===== src/rtl/display_scan_mux.sv =====
// display_scan_mux: time-multiplexes packed hex digits onto one nibble bus with blanking between digits
module display_scan_mux #(
  parameter int NUM_DIGITS = 2,
  parameter int ON_CYCLES = 24000,
  parameter int BLANK_CYCLES = 480
) (
  input  logic                    clk,
  input  logic                    reset,
  input  logic [4*NUM_DIGITS-1:0] digits_in,
  input  logic                    load,
  output logic [3:0]              bin_out,
  output logic [NUM_DIGITS-1:0]   anode_n,
  output logic                    frame_done
);
  localparam int MAX_CYCLES = ON_CYCLES > BLANK_CYCLES ? ON_CYCLES : BLANK_CYCLES;
  localparam int CW = MAX_CYCLES > 1 ? $clog2(MAX_CYCLES) : 1;
  localparam int IW = $clog2(NUM_DIGITS);
  localparam logic [CW-1:0] ON_LAST = CW'(ON_CYCLES - 1);
  localparam logic [CW-1:0] BLANK_LAST = CW'(BLANK_CYCLES - 1);
  localparam logic [IW-1:0] IDX_LAST = IW'(NUM_DIGITS - 1);
  typedef enum logic {BLANK, ON} state_t;
  state_t state, state_nx;
  logic [CW-1:0] cnt, cnt_nx;
  logic [IW-1:0] idx, idx_nx;
  logic [4*NUM_DIGITS-1:0] shadow, shadow_nx, display, display_nx;
  logic pending, pending_nx, last, frame_done_nx;
  logic [3:0] bin_nx;
  logic [NUM_DIGITS-1:0] anode_nx;
  always_ff @(posedge clk) begin
    if (reset) begin
      state <= BLANK;
      cnt <= '0;
      idx <= '0;
      shadow <= '0;
      display <= '0;
      pending <= 1'b0;
      bin_out <= 4'h0;
      anode_n <= '1;
      frame_done <= 1'b0;
    end else begin
      state <= state_nx;
      cnt <= cnt_nx;
      idx <= idx_nx;
      shadow <= shadow_nx;
      display <= display_nx;
      pending <= pending_nx;
      bin_out <= bin_nx;
      anode_n <= anode_nx;
      frame_done <= frame_done_nx;
    end
  end
  always_comb begin
    last = (state == ON) ? (cnt == ON_LAST) : (cnt == BLANK_LAST);
    state_nx = last ? (state == ON ? BLANK : ON) : state;
    cnt_nx = last ? '0 : cnt + 1'b1;
    idx_nx = (state == ON && last) ? (idx == IDX_LAST ? '0 : idx + 1'b1) : idx;
    display_nx = frame_done ? (load ? digits_in : pending ? shadow : display) : display;
    shadow_nx = (load && !frame_done) ? digits_in : shadow;
    pending_nx = !frame_done && (load || pending);
    anode_nx = (state_nx == ON) ? ~(NUM_DIGITS'(1) << idx_nx) : '1;
    bin_nx = display_nx[4*idx_nx +: 4];
    frame_done_nx = state_nx == ON && cnt_nx == ON_LAST && idx_nx == IDX_LAST;
  end
endmodule


===== config.mk =====
export PLATFORM = sky130hd
export DESIGN_NAME = display_scan_mux
export DESIGN_NICKNAME = d
export VERILOG_FILES = /design/src/rtl/display_scan_mux.sv
export SDC_FILE = /design/constraint.sdc
export NUM_CORES = 1
export LEC_CHECK = 0
export ABC_AREA = 1
export ABC_CLOCK_PERIOD_IN_PS = 5300
export CAP_MARGIN = 40
export CORE_ASPECT_RATIO = 1.1
export CORE_MARGIN = 10
export CORE_UTILIZATION = 55
export DETAILED_ROUTE_END_ITERATION = 6
export PLACE_DENSITY_LB_ADDON = 0.2
export SKIP_CTS_REPAIR_TIMING = 1
export SYNTH_ARGS = -nofsm -noshare
export SYNTH_HDL_FRONTEND = slang
export SYNTH_SLANG_ARGS = --single-unit
export TNS_END_PERCENT = 30

===== constraint.sdc =====
create_clock -name clk -period 5.3 [get_ports clk]
set_input_delay 0.795 -clock clk [delete_from_list [all_inputs] [get_ports clk]]
set_output_delay 0.795 -clock clk [all_outputs]
set_load 0.02 [all_outputs]

# == Yosys cells after proc, flatten, opt, wreduce, memory -nomap -nowiden ==
# Index checks and enable logic that the tools add are counted.
# classes
addsub,2
eq_ne,3
shifts,2
mux,9
bitwise_logic,2
n_reduce_logical,8
# ops
cell,count
== test 15 bit (second input constant),2
2-to-1 mux 8 bit,3
adder 15 x 1 -> 15 bit (second input constant),1
== test 15 x 9 -> 1 bit (second input constant),1
2-to-1 mux 15 bit,1
variable part select 8 x 4 -> 4 bit,1
logical AND 1 bit,5
2-to-1 mux 1 bit,5
NOT 2 bit,1
OR reduction 2 bit,1
left shift 1 x 1 -> 2 bit (first input constant),1
adder 1 bit (second input constant),1
zero test 1 bit,1
logical OR 1 bit,1
NOT 1 bit,1
# word_totals
regBits,41
input_bits,11
output_inout_bits,7
wordCells,35

# == Depth between registers and ports, before layout ==
# Gate-level depths: netlist of run 1.
# depth
word_depth,6
depth_mapped,17
mapped_depth_nobuf,17

# == Worst setup path before layout of run 1 ==
# No wires, ideal clock.
# synth_timing
path_kind,reg2reg
start,reg cnt[0]
end,reg frame_done
setup_time_ns,0.064
arrival_time_ns,1.977
t_required_ns,5.236
path_slack_ns,3.259
path_stages_with_launch,18
path_buffers,0
synth_period_minus_slack_ns,2.041
cell_sequence,dfxtp_1 ha_1 nand2_2 nor2_4 inv_1 nor2_1 and3_2 ha_1 inv_1 nor2_4 nand3_1 nor2_1 nand3_1 nor2_1 nand2_1 nor2_1 nand2_1 nor2_1
# synth_via
elab_cells_between_ends,11
cone_classes,add/sub (1); eq/ne (3); mux (4); reduce/logical (3)
# synth_lines
element,line_no,text
start: declaration,23,"logic [CW-1:0] cnt, cnt_nx;"
start signal: assignment,42,cnt <= cnt_nx;
== test 15 x 9 -> 1 bit or == test 15 bit (tied branches),53,last = (state == ON) ? (cnt == ON_LAST) : (cnt == BLANK_LAST);
2-to-1 mux 1 bit *,53,
2-to-1 mux 1 bit *,54,state_nx = last ? (state == ON ? BLANK : ON) : state;
named net state_nx,22,"state_t state, state_nx;"
logical AND 1 bit * (2 in series),62,frame_done_nx = state_nx == ON && cnt_nx == ON_LAST && idx_nx == IDX_LAST;
end signal: assignment,49,frame_done <= frame_done_nx;
end: declaration,13,output logic frame_done
# The timed path passes the listed nets; every way through them passes the cells marked *.
# A chain may end at the register's enable or synchronous reset.

# == Worst setup path in the final report of run 1 ==
# Ends and elaborated chain as after synthesis.

==> run_results.csv, run 1 <==
group,metric,value,unit
setup_path,crit_family,"simple AND/OR/NAND/NOR gates",
synthesis,synth_top_area_share,44.4,%
final_layout,fillers,310,
setup_path,crit_fanout,5,
grt,track_usage,13.8,%
timing,setup_viol,0,
routing,drc,0,
floorplan,dieArea,0.00608,mm2
synthesis,synth_edf_count,0,
setup_path,critPathCaptureType,"flip-flop",
synthesis,synthArstFlopShare,0,%
min_path,hp-class,"reg -> reg",
synthesis,syn_area_per_cell,7.21,um2
synthesis,yosysTopAreaCell,"dfxtp_1",
setup_path,worstPathArrival,2.69,ns
timing,worstMarginPinSlew,0.709,ns
synthesis,synth_common_cells,"50 x nor2_1, 45 x inv_1, 41 x dfxtp_1, 40 x nand2_1, 18 x o21ai_0",
clocking,clockBufferDepth,2,
clocking,clkSinkCount,41,
power_and_ir_drop,irDropWorstVdd,0.250,mV
synthesis,synth.cell_area,0.00185,mm2
floorplan,io_pins,18,
power_and_ir_drop,switching_share,22.0,%
timing,period_minus_slack,2.40,ns
routing,routed_wl,3.76,mm
floorplan,rows,22,
clocking,cts_buffers,5,
setup_path,crit_top_cell,"nor2_1",
routing,ant_nets,0,
synthesis,yosysMostFrequentCell,"nor2_1",
run_status,outcome,"completed",
synthesis,synth-main-ff-cell,"dfxtp_1",
grt,grt_start_max_net_pins,20,
power_and_ir_drop,power_leakage,0.869,nW
clocking,root_buffer,"clkbuf_4",
routing,vias,1565,
timing,finalCritPeriodShare,45.3,%
power_and_ir_drop,pwr-share-comb,5.4,%
floorplan,die_width,75.3,um
timing,fin_skew,0.0110,ns
grt,antenna_found_initial,0,
timing,final-max-slew-violation-count,0,
setup_path,path_cells,"ha_1 -> nand2_2 -> nor2_4 -> inv_1 -> nor2_1 -> and3_2 -> ha_1 -> inv_1 -> nor2_4 -> nand3_1 -> nor2_1 -> nand3_1 -> nor2_1 -> nand2_1 -> nor2_1 -> nand2_1 -> nor2_1",
timing,slew_headroom,52.6,%
synthesis,yosysSeqAreaShare,44.4,%
floorplan,initial_core_util,56.4,%
power_and_ir_drop,clkPwrFrac,38.0,%
routing,viasPerCell,5.00,
synthesis,postSynthCellCount,256,
timing,rsz0062_at_grt,"false",
synthesis,ys_seq_elements,41,
synthesis,yosys_warnings,0,
setup_path,slowest_delay,0.42,ns
power_and_ir_drop,powerDensity,264,mW/mm2
final_layout,areaGrowthSynthToFinish,15.5,%
synthesis,synth_area_leaders,"dfxtp_1 44%, nor2_1 10%, inv_1 9.1%",
routing,drt_iter0_markers,68,
grt,grt_pass1_vias,1522,
final_layout,antenna_cells,0,
power_and_ir_drop,pwr-share-seq,56.6,%
setup_path,start_kind,"flip-flop",
setup_path,slowest_stage,"dfxtp_1",
clocking,clock_latency,0.35,ns
placement,hpwl,2.83,mm
setup_path,required,5.59,ns
power_and_ir_drop,power.internal,0.440,mW
final_layout,drive_above_1_share,6.86,%
synthesis,netlist-cell-type-count,23,
routing,routedWlPerCell,12.0,um
placement,gp_congestion,0.850,
floorplan,core,0.00328,mm2
clocking,cts_tree,"built",
timing,max_freq,416,MHz
grt,grt_pass1_wl,6.57,mm
routing,dr.pass1.iters,4,
placement,port-buffer-count,17,
setup_path,worstPathBufferInverterCount,2,
synthesis,syn_nets,269,
clocking,clkTransAtPathRegs,0.12,ns
floorplan,die_h,80.8,um
power_and_ir_drop,power.switching,0.124,mW
setup_path,crit_type,"reg -> reg",
final_layout,fin_nets,289,
timing,final_hold_viol_count,0,
power_and_ir_drop,power.total,0.563,mW
grt,globalRouteOverflowTotal,0,
timing,setup_tns,0,ns
job,cap_violations,0,
clocking,h-tree-depth,2,
flip-flops by register name, summed over array words and instances (netlist names):
name / cells
anode_n: 2
bin_out: 4
cnt: 15
display: 8
frame_done: 1
idx: 1
pending: 1
shadow: 8
state: 1
cell type report:
type                            instances  area, um2  share of cell area (%)
Timing Repair Buffer                   17        170                    7.98
Multi-Input combinational cell        166        840                    39.4
Inverter                               45        169                    7.92
Clock inverter                          2       37.5                    1.76
Sequential cell                        41        821                    38.5
Clock buffer                            6       51.3                    2.40
Tap cell                               36       45.0                    2.11
cells in the final DEF (no fill, tap or decap), drive strengths merged:
cell           count
clkinvlp           1
a32oi              4
ha                 2
inv               45
dfxtp             41
o22ai              4
o21bai             3
nand3             14
a21oi              5
o211ai             4
xor2               3
nor3               4
bufinv             1
nand4              4
clkdlybuf4s50     17
and3               1
nand2             44
xnor2              1
clkbuf             6
o21ai             18
nor2              55
power by group through the flow:
stage / clock network (mW) / logic [mW] / registers (mW)
5_1_grt: 0.230 / 0.0357 / 0.320
4_1_cts: 0.220 / 0.0308 / 0.319
6_report: 0.214 / 0.0306 / 0.319
3_5_place_dp: 0 / 0.0304 / 0.326
3_3_place_gp: 0 / 0.0303 / 0.326
2_1_floorplan: 0 / 0.0187 / 0.325
routing by layer:
layer	wire length [um]	vias to the layer above	track usage (%)	share of wire [%]
met4	52	0	4.46	1.4
met1	1600	683	14.7	43
li1	-	849	-	-
met3	234	5	4.51	6.2
met5	0	-	0	0
met2	1870	28	25.0	50
tightest hold or removal path, cell delays in order (launching register included):
cell and delay (ns):
dfxtp_1 0.32, inv_1 0.06, a21oi_1 0.06
per-stage QoR:
stage,util [%],hold slack [ns],setup slack [ns],instances,cell area (um2)
after floorplan,-,0.430,3.26,256,1850
after global placement,62.4,0.454,2.67,305,2040
after detailed placement,62.4,0.461,2.63,305,2040
after CTS,65.1,0.483,2.88,313,2130
after global routing,65.1,0.506,2.62,313,2130
final,65.1,0.476,2.90,313,2130
kinds of logic (layout without fill, tap and decap cells):
| logic type | count (synthesis) | count (layout) | synth area share, % |
|---|---|---|---|
| flops | 41 | 41 | 44.4 |
| simple gates | 122 | 122 | 29.9 |
| compound gates | 38 | 38 | 12.3 |
| fa+ha+maj | 2 | 2 | 1.35 |
| buf+inv | 49 | 70 | 10.1 |
| xor+xnor | 4 | 4 | 1.90 |
path summary, 6_finish.rpt:
path	start	to	slack, ns	cells after the start
setup reg to reg	cnt[0]	frame_done	2.90	17
hold / removal	shadow[2]	shadow[2]	0.48	2
setup / recovery	cnt[0]	frame_done	2.90	17
hold reg to reg	shadow[2]	shadow[2]	0.48	2
(Power assumes the default switching activity.)
==> run 2: changes to the inputs <==
--- a/config.mk
+++ b/config.mk
@@ -6,11 +6,11 @@
 export NUM_CORES = 1
 export LEC_CHECK = 0
 export ABC_AREA = 1
-export ABC_CLOCK_PERIOD_IN_PS = 5300
+export ABC_CLOCK_PERIOD_IN_PS = 2100
 export CAP_MARGIN = 40
 export CORE_ASPECT_RATIO = 1.1
 export CORE_MARGIN = 10
-export CORE_UTILIZATION = 55
+export CORE_UTILIZATION = 50
 export DETAILED_ROUTE_END_ITERATION = 6
 export PLACE_DENSITY_LB_ADDON = 0.2
 export SKIP_CTS_REPAIR_TIMING = 1
==> constraint.sdc (replaced) <==
create_clock -name clk -period 2.1 [get_ports clk]
set_input_delay 0.315 -clock clk [delete_from_list [all_inputs] [get_ports clk]]
set_output_delay 0.315 -clock clk [all_outputs]
set_load 0.02 [all_outputs]
==> run_results.csv, run 2 (synthesized netlist as in run 1, its figures left out) <==
group,metric,value,unit
setup_path,worstPathArrival,2.22,ns
setup_path,crit_fanout,3,
clocking,root_buffer,"clkbuf_8",
final_layout,fin_area,0.00240,mm2
final_layout,largest_register,"cnt",
final_layout,final_util,66.7,%
final_layout,antenna_cells,0,
grt,grt_pass1_wl,7.05,mm
floorplan,initial_core_util,51.3,%
timing,slew_headroom,79.0,%
final_layout,most-common-layout-cells,"46 x nor2_1, 43 x inv_1, 39 x nand2_1",
routing,drc,0,
setup_path,required,2.33,ns
routing,viasPerCell,4.89,
run_status,outcome,"completed",
grt,antenna_found_initial,0,
final_layout,drive_above_1_share,18.2,%
floorplan,die_width,77.9,um
floorplan,die_h,83.7,um
setup_path,rrSetupSlack,0.11,ns
clocking,cts_tree,"built",
timing,max_freq,503,MHz
clocking,clkSinkCount,41,
final_layout,areaGrowthSynthToFinish,29.9,%
clocking,cts_buffers,5,
placement,pre_cts_ws,0.0112,ns
setup_path,r2r_cells,17,
routing,vias,1691,
grt,track_usage,13.1,%
floorplan,dieArea,0.00653,mm2
setup_path,timing.rr.start,"cnt[1]",
grt,grt_start_max_net_pins,14,
clocking,clockBufferDepth,2,
setup_path,start_kind,"flip-flop",
setup_path,crit_end,"frame_done",
routing,ant_nets,0,
final_layout,fin_nets,308,
placement,hpwl,3.11,mm
clocking,h-tree-depth,2,
job,cap_violations,0,
final_layout,final_common_cell,"nor2_1",
timing,period_minus_slack,1.99,ns
grt,globalRouteOverflowTotal,0,
placement,place_inst,334,
timing,final-max-slew-violation-count,0,
timing,worst_slack,0.110,ns
setup_path,reg2reg_to,"frame_done",
final_layout,final_cells,346,
routing,dr.pass1.iters,6,
timing,setup_viol,0,
setup_path,critPathCaptureType,"flip-flop",
timing,final_hold_viol_count,0,
power_and_ir_drop,power_leakage,0.993,nW
clocking,clock_latency,0.29,ns
placement,placed_cell_area,0.00217,mm2
power_and_ir_drop,powerDensity,649,mW/mm2
setup_path,crit_type,"reg -> reg",
timing,worstMarginPinSlew,0.314,ns
placement,port-buffer-count,17,
min_path,holdCritStartpoint,"shadow[1]",
grt,grt_pass1_vias,1654,
placement,gp_congestion,0.922,
floorplan,core,0.00360,mm2
final_layout,largest_reg_flops,15,
routing,routed_wl,4.14,mm
min_path,holdPathStages,2,
routing,routedWlPerCell,12.0,um
final_layout,largestRegisters,"cnt: 15 flops, display: 8 flops, shadow: 8 flops",
timing,fin_skew,0.00737,ns
final_layout,fillers,298,
setup_path,crit_path_start,"cnt[1]",
clocking,clkTransAtPathRegs,0.08,ns
power_and_ir_drop,irDropWorstVdd,0.492,mV
routing,drt_iter0_markers,80,
floorplan,rows,23,
timing,finalCritPeriodShare,94.7,%
power_and_ir_drop,power.total,1.56,mW
min_path,hp-class,"reg -> reg",
floorplan,io_pins,18,
timing,rsz0062_at_grt,"true",
==> run 2: cell types whose count changed in the layout (fill, tap and decap cells not counted), sizes merged <==
| cell | previous run | this run |
|---|---|---|
| buf | 0 | 19 |
==> run 2: where the power goes <==
group,internal (mW),switching (mW)
logic,0.0440,0.0512
registers,0.794,0.00875
clock network,0.386,0.272
total,1.22,0.332
==> run 2: metal layers <==
| layer | up-vias | part of all wire, % | track usage (%) |
|---|---|---|---|
| met1 | 780 | 42 | 13.3 |
| met5 | - | 0 | 0 |
| met3 | 5 | 3.3 | 3.66 |
| met4 | 0 | 1.7 | 6.04 |
| li1 | 887 | - | - |
| met2 | 19 | 53 | 23.8 |
==> run 2: worst min-delay path by stage <==
stage	to	slack, ns
after CTS	shadow[1]	0.46
after detailed placement	shadow[1]	0.45
after global routing	shadow[0]	0.50
after global placement	shadow[1]	0.44
final	shadow[1]	0.46
after floorplan	shadow[0]	0.43
==> run 2: through the flow <==
| step | setup TNS [ns] | hold WS [ns] |
|---|---|---|
| 2_1_floorplan | 0 | 0.430 |
| 3_3_place_gp | 0 | 0.439 |
| 3_5_place_dp | 0 | 0.448 |
| 4_1_cts | -0.0112 | 0.459 |
| 5_1_grt | -0.0483 | 0.497 |
| 6_report | 0 | 0.457 |
==> run 2: cell type report <==
class                           instances  area (um2)  share of cell area (%)
Clock buffer                            6        82.6                    3.44
Clock inverter                          2        37.5                    1.56
Inverter                               45         169                    7.04
Multi-Input combinational cell        166         905                    37.7
Sequential cell                        41         827                    34.5
Tap cell                               50        62.6                    2.61
Timing Repair Buffer                   36         317                    13.2
==> run 2: worst max-delay path, cell delays in order (launching register included) <==
cell	delay (ns)
dfxtp_2	0.34
ha_4	0.16
nand2_4	0.08
nor2_4	0.04
inv_2	0.07
nor2_4	0.03
and3_4	0.18
ha_4	0.25
inv_2	0.03
nor2_4	0.11
nand3_2	0.08
nor2_1	0.09
nand3_1	0.08
nor2_1	0.09
nand2_1	0.07
nor2_2	0.10
nand2_1	0.05
nor2_1	0.09
==> run 3: changes to the inputs <==
--- a/config.mk
+++ b/config.mk
@@ -10,8 +10,9 @@
 export CAP_MARGIN = 40
 export CORE_ASPECT_RATIO = 1.1
 export CORE_MARGIN = 10
-export CORE_UTILIZATION = 50
+export CORE_UTILIZATION = 55
 export DETAILED_ROUTE_END_ITERATION = 6
+export DONT_BUFFER_PORTS = 1
 export PLACE_DENSITY_LB_ADDON = 0.2
 export SKIP_CTS_REPAIR_TIMING = 1
 export SYNTH_ARGS = -nofsm -noshare
==> run_results.csv, run 3 (synthesized netlist as in run 1, its figures left out) <==
group,metric,value,unit
setup_path,crit_type,"reg -> reg",
min_path,hp-class,"in -> reg",
power_and_ir_drop,power.total,1.26,mW
clocking,clkSinkCount,41,
clocking,clkTransAtPathRegs,0.12,ns
routing,drc,0,
clocking,cts_tree,"built",
grt,track_usage,13.1,%
setup_path,crit_family,"buffers and inverters",
final_layout,largest_reg_flops,15,
floorplan,initial_core_util,56.4,%
grt,globalRouteOverflowTotal,0,
clocking,clockBufferDepth,2,
final_layout,final_util,65.1,%
setup_path,slowest_stage,"dlygate4sd3_1",
final_layout,antenna_cells,0,
routing,routed_wl,3.87,mm
setup_path,worstPathArrival,2.22,ns
final_layout,fin_area,0.00213,mm2
final_layout,final_cells,312,
placement,gp_congestion,0.854,
clocking,root_buffer,"clkbuf_4",
setup_path,required,2.36,ns
floorplan,rows,22,
grt,grt_pass1_vias,1436,
routing,dr.pass1.iters,4,
floorplan,dieArea,0.00608,mm2
floorplan,io_pins,18,
clocking,cts_buffers,5,
grt,grt_start_max_net_pins,20,
setup_path,start_kind,"flip-flop",
clocking,clock_latency,0.35,ns
power_and_ir_drop,powerDensity,589,mW/mm2
placement,port-buffer-count,0,
timing,max_freq,510,MHz
grt,antenna_found_initial,0,
placement,hpwl,2.87,mm
timing,rsz0062_at_grt,"true",
run_status,outcome,"completed",
timing,worstMarginPinSlew,0.355,ns
timing,slew_headroom,76.3,%
placement,place_inst,299,
timing,worst_slack,0.139,ns
setup_path,crit_path_start,"cnt[11]",
final_layout,drive_above_1_share,17.0,%
clocking,h-tree-depth,2,
floorplan,die_h,80.8,um
setup_path,slowest_delay,0.55,ns
timing,period_minus_slack,1.96,ns
power_and_ir_drop,irDropWorstVdd,0.571,mV
routing,routedWlPerCell,12.4,um
setup_path,path_cells,"buf_6 -> nor2_4 -> nand2_1 -> o21bai_1 -> and3_4 -> ha_4 -> inv_2 -> nor2_4 -> dlygate4sd3_1",
job,cap_violations,0,
timing,final-max-slew-violation-count,0,
timing,setup_viol,0,
final_layout,largest_register,"cnt",
final_layout,fin_nets,288,
final_layout,areaGrowthSynthToFinish,15.5,%
min_path,holdCritStartpoint,"reset",
routing,ant_nets,0,
setup_path,critPathCaptureType,"flip-flop",
setup_path,crit_fanout,3,
final_layout,fillers,298,
grt,grt_pass1_wl,6.19,mm
placement,placed_cell_area,0.00196,mm2
routing,drt_iter0_markers,90,
final_layout,largestRegisters,"cnt: 15 flops, display: 8 flops, shadow: 8 flops",
setup_path,timing.rr.start,"cnt[11]",
routing,viasPerCell,4.99,
final_layout,final_common_cell,"nor2_1",
routing,vias,1557,
final_layout,most-common-layout-cells,"47 x nor2_1, 43 x inv_1, 39 x nand2_1",
setup_path,worstPathBufferInverterCount,3,
timing,fin_skew,0.00583,ns
floorplan,die_width,75.3,um
timing,finalCritPeriodShare,93.4,%
setup_path,crit_top_cell,"nor2_4",
timing,final_hold_viol_count,0,
floorplan,core,0.00328,mm2
power_and_ir_drop,power_leakage,0.891,nW
placement,pre_cts_ws,0.00869,ns
run 3: final timing paths:
check                                 end  slack (ns)  depth (start not counted)
worst max-delay path                state        0.14                          9
worst max register to register      state        0.14                          9
worst min-delay path               cnt[9]        0.02                          1
worst min register to register  shadow[0]        0.46                          2
run 3: layer usage:
layer	vias to the layer above	track usage, %	wire length, um
met1	686	13.7	1590
met3	6	4.76	253
li1	845	-	-
met2	20	23.0	1950
met5	-	0	0
met4	0	5.58	70
run 3: cell type report:
cell class | instances | area (um2) | area share [%]
Clock inverter | 3 | 17.5 | 0.821
Inverter | 45 | 169 | 7.92
Timing Repair Buffer | 16 | 129 | 6.04
Tap cell | 36 | 45.0 | 2.11
Sequential cell | 41 | 828 | 38.8
Multi-Input combinational cell | 166 | 907 | 42.5
Clock buffer | 5 | 37.5 | 1.76
run 3: report_power, final:
group          switching [mW]  internal (mW)  total [mW]
sequential            0.00895          0.794       0.803
clock                   0.263          0.126       0.389
combinational          0.0384         0.0254      0.0638
total                   0.310          0.945        1.26
run 3: metrics by stage:
stage	TNS (ns)	hold slack [ns]
floorplan	0	0.430
global placement	0	0.391
detailed placement	0	0.393
CTS	-0.0274	-0.00139
global route	-0.0110	0.00596
finish	0	0.0183
